## src/rtl/mem_port_arbiter.sv

```systemverilog
// mem_port_arbiter: shares the single-port ram_512x32 between the CPU datapath port and a
// DMA/loader port. Each accepted request takes IDLE -> ACCESS -> RESP.
// Build option: define MEM_ARB_RR_EN for round-robin tie-breaking; when it is undefined, the CPU
// wins every tie (fixed priority).
module mem_port_arbiter #(
  parameter int unsigned ADDR_W = 9,
  parameter int unsigned DATA_W = 32
) (
  input  logic              clk,
  input  logic              reset,
  // CPU port
  input  logic              cpu_req,
  input  logic              cpu_we,
  input  logic [ADDR_W-1:0] cpu_addr,
  input  logic [DATA_W-1:0] cpu_wdata,
  output logic              cpu_ack,
  output logic [DATA_W-1:0] cpu_rdata,
  // DMA port
  input  logic              dma_req,
  input  logic              dma_we,
  input  logic [ADDR_W-1:0] dma_addr,
  input  logic [DATA_W-1:0] dma_wdata,
  output logic              dma_ack,
  output logic [DATA_W-1:0] dma_rdata,
  // RAM side
  output logic [ADDR_W-1:0] ram_addr,
  output logic [DATA_W-1:0] ram_wdata,
  output logic              ram_we,
  input  logic [DATA_W-1:0] ram_rdata,
  // Status
  output logic              busy,
  output logic [1:0]        grant
);

  typedef enum logic [1:0] {StIdle, StAccess, StResp} state_e;

  state_e            state_q, state_d;
  logic              we_q, we_d;
  logic [1:0]        grant_q, grant_d;
  logic              busy_q, busy_d;
  logic              ram_we_q, ram_we_d;
  logic [ADDR_W-1:0] ram_addr_q, ram_addr_d;
  logic [DATA_W-1:0] ram_wdata_q, ram_wdata_d;
  logic              cpu_ack_q, cpu_ack_d;
  logic              dma_ack_q, dma_ack_d;
  logic [DATA_W-1:0] cpu_rdata_q, cpu_rdata_d;
  logic [DATA_W-1:0] dma_rdata_q, dma_rdata_d;
  logic              pick_dma;

`ifdef MEM_ARB_RR_EN
  // Last winner: 0 = CPU, 1 = DMA. Reset to CPU so the DMA wins the first tie.
  logic last_dma_q, last_dma_d;

  // Winner select: on a tie, grant the port that did not win last.
  always_comb pick_dma = dma_req & (~cpu_req | ~last_dma_q);
`else
  // Winner select: the CPU always wins a tie.
  always_comb pick_dma = dma_req & ~cpu_req;
`endif

  // Next-state and registered-output computation for the three-state sequencer.
  always_comb begin
    state_d     = state_q;
    we_d        = we_q;
    grant_d     = grant_q;
    busy_d      = busy_q;
    ram_we_d    = 1'b0;
    ram_addr_d  = ram_addr_q;
    ram_wdata_d = ram_wdata_q;
    cpu_ack_d   = 1'b0;
    dma_ack_d   = 1'b0;
    cpu_rdata_d = cpu_rdata_q;
    dma_rdata_d = dma_rdata_q;
`ifdef MEM_ARB_RR_EN
    last_dma_d  = last_dma_q;
`endif
    unique case (state_q)
      StIdle: begin
        if (cpu_req | dma_req) begin
          // The latched address/data registers drive the RAM directly, so they also
          // hold their value once the access is over.
          state_d     = StAccess;
          busy_d      = 1'b1;
          grant_d     = pick_dma ? 2'b10 : 2'b01;
          we_d        = pick_dma ? dma_we : cpu_we;
          ram_we_d    = pick_dma ? dma_we : cpu_we;
          ram_addr_d  = pick_dma ? dma_addr : cpu_addr;
          ram_wdata_d = pick_dma ? dma_wdata : cpu_wdata;
`ifdef MEM_ARB_RR_EN
          last_dma_d  = pick_dma;
`endif
        end
      end
      StAccess: begin
        state_d   = StResp;
        cpu_ack_d = grant_q[0];
        dma_ack_d = grant_q[1];
      end
      StResp: begin
        state_d = StIdle;
        busy_d  = 1'b0;
        grant_d = 2'b00;
        if (!we_q && grant_q[0]) cpu_rdata_d = ram_rdata;
        if (!we_q && grant_q[1]) dma_rdata_d = ram_rdata;
      end
      default: state_d = StIdle;
    endcase
  end

  // State and output registers; reset abandons any transfer in flight.
  always_ff @(posedge clk or negedge reset) begin
    if (!reset) begin
      state_q     <= StIdle;
      we_q        <= 1'b0;
      grant_q     <= 2'b00;
      busy_q      <= 1'b0;
      ram_we_q    <= 1'b0;
      ram_addr_q  <= '0;
      ram_wdata_q <= '0;
      cpu_ack_q   <= 1'b0;
      dma_ack_q   <= 1'b0;
      cpu_rdata_q <= '0;
      dma_rdata_q <= '0;
`ifdef MEM_ARB_RR_EN
      last_dma_q  <= 1'b0;
`endif
    end else begin
      state_q     <= state_d;
      we_q        <= we_d;
      grant_q     <= grant_d;
      busy_q      <= busy_d;
      ram_we_q    <= ram_we_d;
      ram_addr_q  <= ram_addr_d;
      ram_wdata_q <= ram_wdata_d;
      cpu_ack_q   <= cpu_ack_d;
      dma_ack_q   <= dma_ack_d;
      cpu_rdata_q <= cpu_rdata_d;
      dma_rdata_q <= dma_rdata_d;
`ifdef MEM_ARB_RR_EN
      last_dma_q  <= last_dma_d;
`endif
    end
  end

  // RAM read data only arrives in RESP, so forward it during the ack cycle; the rdata
  // registers hold it afterwards.
  always_comb begin
    cpu_rdata = cpu_rdata_q;
    dma_rdata = dma_rdata_q;
    if (state_q == StResp && !we_q && grant_q[0]) cpu_rdata = ram_rdata;
    if (state_q == StResp && !we_q && grant_q[1]) dma_rdata = ram_rdata;
  end

  assign ram_addr  = ram_addr_q;
  assign ram_wdata = ram_wdata_q;
  assign ram_we    = ram_we_q;
  assign cpu_ack   = cpu_ack_q;
  assign dma_ack   = dma_ack_q;
  assign busy      = busy_q;
  assign grant     = grant_q;

endmodule

```

## config.mk

```make
export PLATFORM = sky130hd
export DESIGN_NAME = mem_port_arbiter
export DESIGN_NICKNAME = d
export VERILOG_FILES = /design/src/rtl/mem_port_arbiter.sv
export SDC_FILE = /design/constraint.sdc
export NUM_CORES = 1
export LEC_CHECK = 0
export ABC_CLOCK_PERIOD_IN_PS = 2000
export BUFFER_PORTS_ARGS = -buffer_cell sky130_fd_sc_hd__buf_4
export CORE_MARGIN = 8
export CORE_UTILIZATION = 28
export DETAILED_ROUTE_END_ITERATION = 8
export PLACE_DENSITY = 0.56
export SLEW_MARGIN = 20
export SYNTH_ARGS = -nofsm -noshare
export SYNTH_HDL_FRONTEND = slang
export SYNTH_SLANG_ARGS = --single-unit
export TNS_END_PERCENT = 100
```

## constraint.sdc

```tcl
create_clock -name clk -period 2 [get_ports clk]
set_input_delay 0.4 -clock clk [delete_from_list [all_inputs] [get_ports clk]]
set_output_delay 0.4 -clock clk [all_outputs]
set_load 0.02 [all_outputs]
```

==> results of run 1 <==
[power groups by stage]
stage / sequential [mW] / combinational, mW / clock (mW)
2_1_floorplan: 4.55 / 4.00 / 0
3_3_place_gp: 4.13 / 7.22 / 0
3_5_place_dp: 4.14 / 7.31 / 0
4_1_cts: 4.15 / 8.38 / 2.93
5_1_grt: 4.30 / 9.00 / 3.04
6_report: 4.16 / 8.54 / 2.83
[logic make-up after synthesis]
kind of cell	count (synthesis)	synth area share [%]
mux	210	44.85
compound gates	5	0.5897
flops	114	48.01
simple gates	17	1.853
buf+inv	25	4.696
[cells in the final DEF (no fill, tap or decap), types with 3 or more instances in the layout]
cell | netlist | final
buf_12 | 4 | 15
clkbuf_16 | 0 | 18
dfrtp_1 | 114 | 112
buf_6 | 13 | 66
nor2b_1 | 3 | 3
nand2_1 | 3 | 3
buf_4 | 6 | 191
clkinv_2 | 0 | 5
mux2_4 | 80 | 139
nor2_1 | 4 | 4
clkinvlp_4 | 0 | 3
mux2_2 | 130 | 71
[area by class of cell]
cell class	instances	area, um2	area share (%)
clock buffer	19	432.9	4.592
clock inverter	11	116.4	1.234
inverter	2	7.507	0.07963
multi-input combinational	232	3052	32.37
sequential	114	2855	30.29
tap	275	344.1	3.650
timing repair buffer	278	2620	27.79
[layer usage]
layer | wire length (um) | part of all wire (%) | up-vias
met3 | 1225 | 7.2 | 24
li1 | - | - | 1893
met5 | 0 | 0 | -
met2 | 8256 | 49 | 160
met1 | 7124 | 42 | 1985
met4 | 298 | 1.8 | 0
[stage by stage]
stage          std cells  power [mW]  cell area (um2)  hold WS [ns]
6_report             931       15.53             9428       0.08210
5_1_grt              931       16.34             9428        0.1255
4_1_cts              930       15.46             9313        0.1115
3_5_place_dp         871       11.45             7971        0.4928
3_3_place_gp         871       11.35             7971        0.4849
2_1_floorplan        371       8.559             5942        0.1044
[final timing paths]
check	startpoint	end	slack, ns	cells after the start
setup / recovery	state_q[1]	cpu_rdata[6]	-0.47	8
hold / removal	reset	cpu_rdata_q[16]	0.08	2
setup reg to reg	state_q[1]	cpu_rdata_q[9]	-0.01	11
hold reg to reg	dma_rdata_q[27]	dma_rdata_q[27]	0.51	1
max in group asynchronous	reset	we_q	1.42	2
min in group clk	ram_rdata[3]	cpu_rdata_q[3]	0.25	2
[repair_timing]
action,CTS,global route
pin swaps,1,2
hold endpoints to repair,0,0
endpoints found under the setup margin,64,79
resized for setup,100,48
gates cloned,8,1
buffers inserted,21,6
[sequential cells by signal, indices dropped and copies added (netlist names)]
| name | count |
|---|---|
| busy | 1 |
| cpu_ack | 1 |
| cpu_rdata_q | 32 |
| dma_ack | 1 |
| dma_rdata_q | 32 |
| grant | 2 |
| ram_addr | 9 |
| ram_wdata | 32 |
| ram_we | 1 |
| state_q | 2 |
| we_q | 1 |
[worst max-delay path, stage by stage (launching register included)]
cell and delay, ns:
dfrtp_1 0.36, inv_2 0.08, nor4b_4 0.28, buf_6 0.14
buf_12 0.12, buf_12 0.11, buf_12 0.13, mux2_4 0.31
buf_6 0.13
==> flow_summary.toml, run 1 <==
[floorplan]
die_w_um = 161.7
die_y_um = 161.7
std_cell_rows = 53
dieArea_mm2 = 0.02614
start_util_pct = 28.36
ios = 231
core-area_mm2 = 0.02096

[drt]
routedWlPerCell_um = 18.16
drtAntennaViolNets = 0
routed_wl_um = 16900
drtIter0Drc = 170
drc = 0
vias = 4062
dr.pass1.iters = 5
via_per_inst = 4.363

[power]
seqPwrFrac_pct = 26.8
power_density_mw_per_mm2 = 1647
power.share.clock_pct = 18.2
power.leakage_nw = 4.576
power.internal_mw = 10.23
p_sw_share_pct = 34.14
peakVddDrop_uv = 482.6
comb_power_share_pct = 55.0
p_sw_mw = 5.303

[yosys]
synth.top_cell.area_share_pct = 48.01
synth_area_leaders = "dfrtp_1 (48%), mux2_2 (25%), mux2_4 (20%)"
synth_common_cells = "mux2_2 (130), dfrtp_1 (114), mux2_4 (80), buf_6 (13), buf_4 (6)"
synth-main-ff-cell = "dfrtp_1"
seq_area_frac_synth_pct = 48.01
async_reset_ff_share_pct = 100.0
syn_area_per_cell_um2 = 16.02
synth_edf_count = 0
ys_types = 20
yosysMostFrequentCell = "mux2_2"
syn_nets = 491
yosysTopAreaCell = "dfrtp_1"
synth_warnings = 0
netlist_area_mm2 = 0.005942
netlist_instances = 371
ys_ff_latch = 114

[status]
outcome = "finished, violations left"
violations = "negative setup slack"

[clocking]
cts_buffers = 17
worstSkewPairLatency_ns = 0.41
cts_root_buffer = "clkbuf_16"
htreeDepth = 4
cts_sinks = 114
path_clk_slew_ns = 0.05
postCtsHoldBufs = 0
cts_tree = "done"
clockBufferDepth = 2

[sta]
worst_slack_ns = -0.4674
setup_tns_ns = -25.12
finClkSkew_ns = 0.01170
final_max_slew_viol_count = 0
slew-limit-headroom_pct = 57.31
grt_setup_unrepaired = "yes"
worst_slew_pin_slew_ns = 0.6404
fin_crit_sh_pct = 123.4
setup_violations = 65
min_period_ns = 2.467
finalHoldViolations = 0
timing.fmax_mhz = 405.3

[critical_path]
crit_required_ns = 1.60
end_kind = "output port"
critical_path_arrival_ns = 2.07
start_kind = "flip-flop"
crit_type = "reg2out"
crit_path_max_fanout = 7

[global_routing]
grt_pass1_vias = 4778
busiest_layer = "met2"
grt_use_met1_pct = 15.29
grt_usage_pct = 12.87
met3_usage_pct = 4.581
grt_start_max_net_pins = 115
antenna_found_initial = 0
grt_pass1_wl_um = 26470
grt_remaining_overflow = 0
use_met2_pct = 21.05

[cells_and_area]
layout.nets = 765
drive_gt1_share_pct = 79.88
n_antenna_cell = 0
final_util_pct = 44.99
nFillCells = 1920
area_delta_synth_final_pct = 58.66

[place]
gp_congestion = 0.7268
place_ws_ns = -0.1191
io_buffers = 230
dpl.hpwl_um = 11390

[job]
maxCapViolations = 0

[hold_path]
hp-class = "in2async"
Note: power is estimated with default switching activity, not from simulation.
==> run 2, diff against run 1 <==
--- a/config.mk
+++ b/config.mk
@@ -6,7 +6,7 @@
 export NUM_CORES = 1
 export LEC_CHECK = 0
 export ABC_CLOCK_PERIOD_IN_PS = 2000
-export BUFFER_PORTS_ARGS = -buffer_cell sky130_fd_sc_hd__buf_4
+export BUFFER_PORTS_ARGS = -buffer_cell sky130_fd_sc_hd__buf_2
 export CORE_MARGIN = 8
 export CORE_UTILIZATION = 28
 export DETAILED_ROUTE_END_ITERATION = 8
==> flow_summary.toml, run 2 (synthesis results as in run 1) <==
[drt]
dr.pass1.iters = 4
drtAntennaViolNets = 0
routed_wl_um = 17420
vias = 4090
routedWlPerCell_um = 18.79
drc = 0
via_per_inst = 4.412
drtIter0Drc = 111

[floorplan]
dieArea_mm2 = 0.02614
std_cell_rows = 53
die_w_um = 161.7
start_util_pct = 28.36
die_y_um = 161.7
core-area_mm2 = 0.02096
ios = 231

[cells_and_area]
area_delta_synth_final_pct = 52.33
layout_commonest_cell = "buf_2"
layout.nets = 761
drive_gt1_share_pct = 78.99
n_antenna_cell = 0
layout_common_cells = "buf_2 (165), mux2_4 (153), dfrtp_1 (113), buf_6 (69), mux2_2 (57)"

[critical_path]
end_kind = "output port"
r2r_end = "dma_rdata_q[21]"
crit_required_ns = 1.60
r2r_cells = 7
start_kind = "flip-flop"
ff2ff_setup_slack_ns = 0.05
crit_path_max_fanout = 7
r2r-start = "state_q[0]"
crit_type = "reg2out"
critical_path_arrival_ns = 2.01

[power]
power_density_mw_per_mm2 = 1693
p_total_mw = 15.33
peakVddDrop_uv = 526.9
power.leakage_nw = 4.467

[sta]
fin_crit_sh_pct = 120.6
final_max_slew_viol_count = 0
finClkSkew_ns = 0.006813
min_period_ns = 2.412
finalHoldViolations = 0
timing.fmax_mhz = 414.7
slew-limit-headroom_pct = 72.18
grt_setup_unrepaired = "yes"
holdWs_ns = 0.2806
worst_slack_ns = -0.4116
worst_slew_pin_slew_ns = 0.4115
setup_violations = 64

[place]
io_buffers = 230
gp_congestion = 0.7341
dpl.hpwl_um = 11180

[global_routing]
grt_usage_pct = 12.31
grt_pass1_wl_um = 25470
antenna_found_initial = 2
grt_start_max_net_pins = 50
grt_pass1_vias = 4706
grt_remaining_overflow = 0

[hold_path]
hold_path_startpoint = "ram_rdata[8]"
worst_hold_path.endpoint = "cpu_rdata_q[8]"
hp-class = "in2reg"
whs_path_depth = 2

[clocking]
cts_tree = "done"
htreeDepth = 4
cts_buffers = 17
worstSkewPairLatency_ns = 0.40
cts_sinks = 114
cts_root_buffer = "clkbuf_16"
clockBufferDepth = 2
path_clk_slew_ns = 0.05

[job]
maxCapViolations = 0

[status]
violations = "negative setup slack"
outcome = "finished, violations left"
## run 2: cell types whose count changed in the layout (fill, tap and decap cells not counted), moves of 4 or more
| cell | change |
|---|---|
| mux2_2 | -14 |
| buf_12 | -7 |
| mux2_4 | +14 |
| clkbuf_16 | +4 |
| buf_4 | -169 |
| buf_2 | +165 |
## run 2: metrics by stage
step / cells / setup TNS (ns) / utilization (%) / instance area, um2 / setup slack [ns]
after detailed placement: 876 / -3.170 / 35.48 / 7436 / -0.06814
after global routing: 927 / -29.13 / 43.19 / 9051 / -0.4842
final: 927 / -24.62 / 43.19 / 9051 / -0.4116
after global placement: 876 / -1.555 / 35.48 / 7436 / -0.04561
after CTS: 919 / -26.27 / 39.53 / 8284 / -0.4460
after floorplan: 371 / 0 / - / 5942 / 0.1727
## run 2: area by class of cell
cell class,instances,area [um2]
fillers,1952,11900
multi-input cells,232,3104
flip-flops and latches,114,2854
repair buffers,274,2178
clock buffers,25,485.5
well taps,275,344.1
clock inverters,5,77.57
inverters,2,7.507
## run 2: where the power goes
group	total [mW]	switching (mW)	internal, mW	leakage [nW]
combinational	8.29	3.61	4.68	2.82
clock	2.90	0.984	1.91	0.273
sequential	4.14	0.666	3.47	1.37
## run 2: how the worst max path moves through the flow
stage | slack (ns) | startpoint | cells past startpoint | endpoint
detailed placement | -0.07 | we_q | 4 | dma_rdata[25]
CTS | -0.45 | state_q[1] | 6 | dma_rdata[19]
global placement | -0.05 | we_q | 4 | dma_rdata[25]
floorplan | 0.17 | state_q[0] | 4 | cpu_rdata[0]
finish | -0.41 | state_q[0] | 5 | dma_rdata[27]
global route | -0.48 | state_q[0] | 5 | dma_rdata[0]
## run 2: layer usage
| layer | routed length (um) | vias to the layer above | track usage (%) |
|---|---|---|---|
| li1 | - | 1895 | - |
| met1 | 7357 | 2015 | 14.28 |
| met2 | 8692 | 156 | 20.95 |
| met3 | 1100 | 20 | 4.505 |
| met4 | 244 | 4 | 3.577 |
| met5 | 26 | - | 0 |
## run 2: timing repair
action	CTS	global route
endpoints found under the hold margin	11	0
endpoints found under the setup margin	64	64
gates resized for setup	35	181
hold buffers	1	0
gates cloned	5	6
setup buffers	7	2
pin swaps	2	2
## run 2: critical path: stages, from the launching register on
cell and delay (ns):
dfrtp_2 0.44, nor4b_4 0.29, buf_6 0.22, clkbuf_16 0.20, mux2_4 0.31, buf_6 0.13
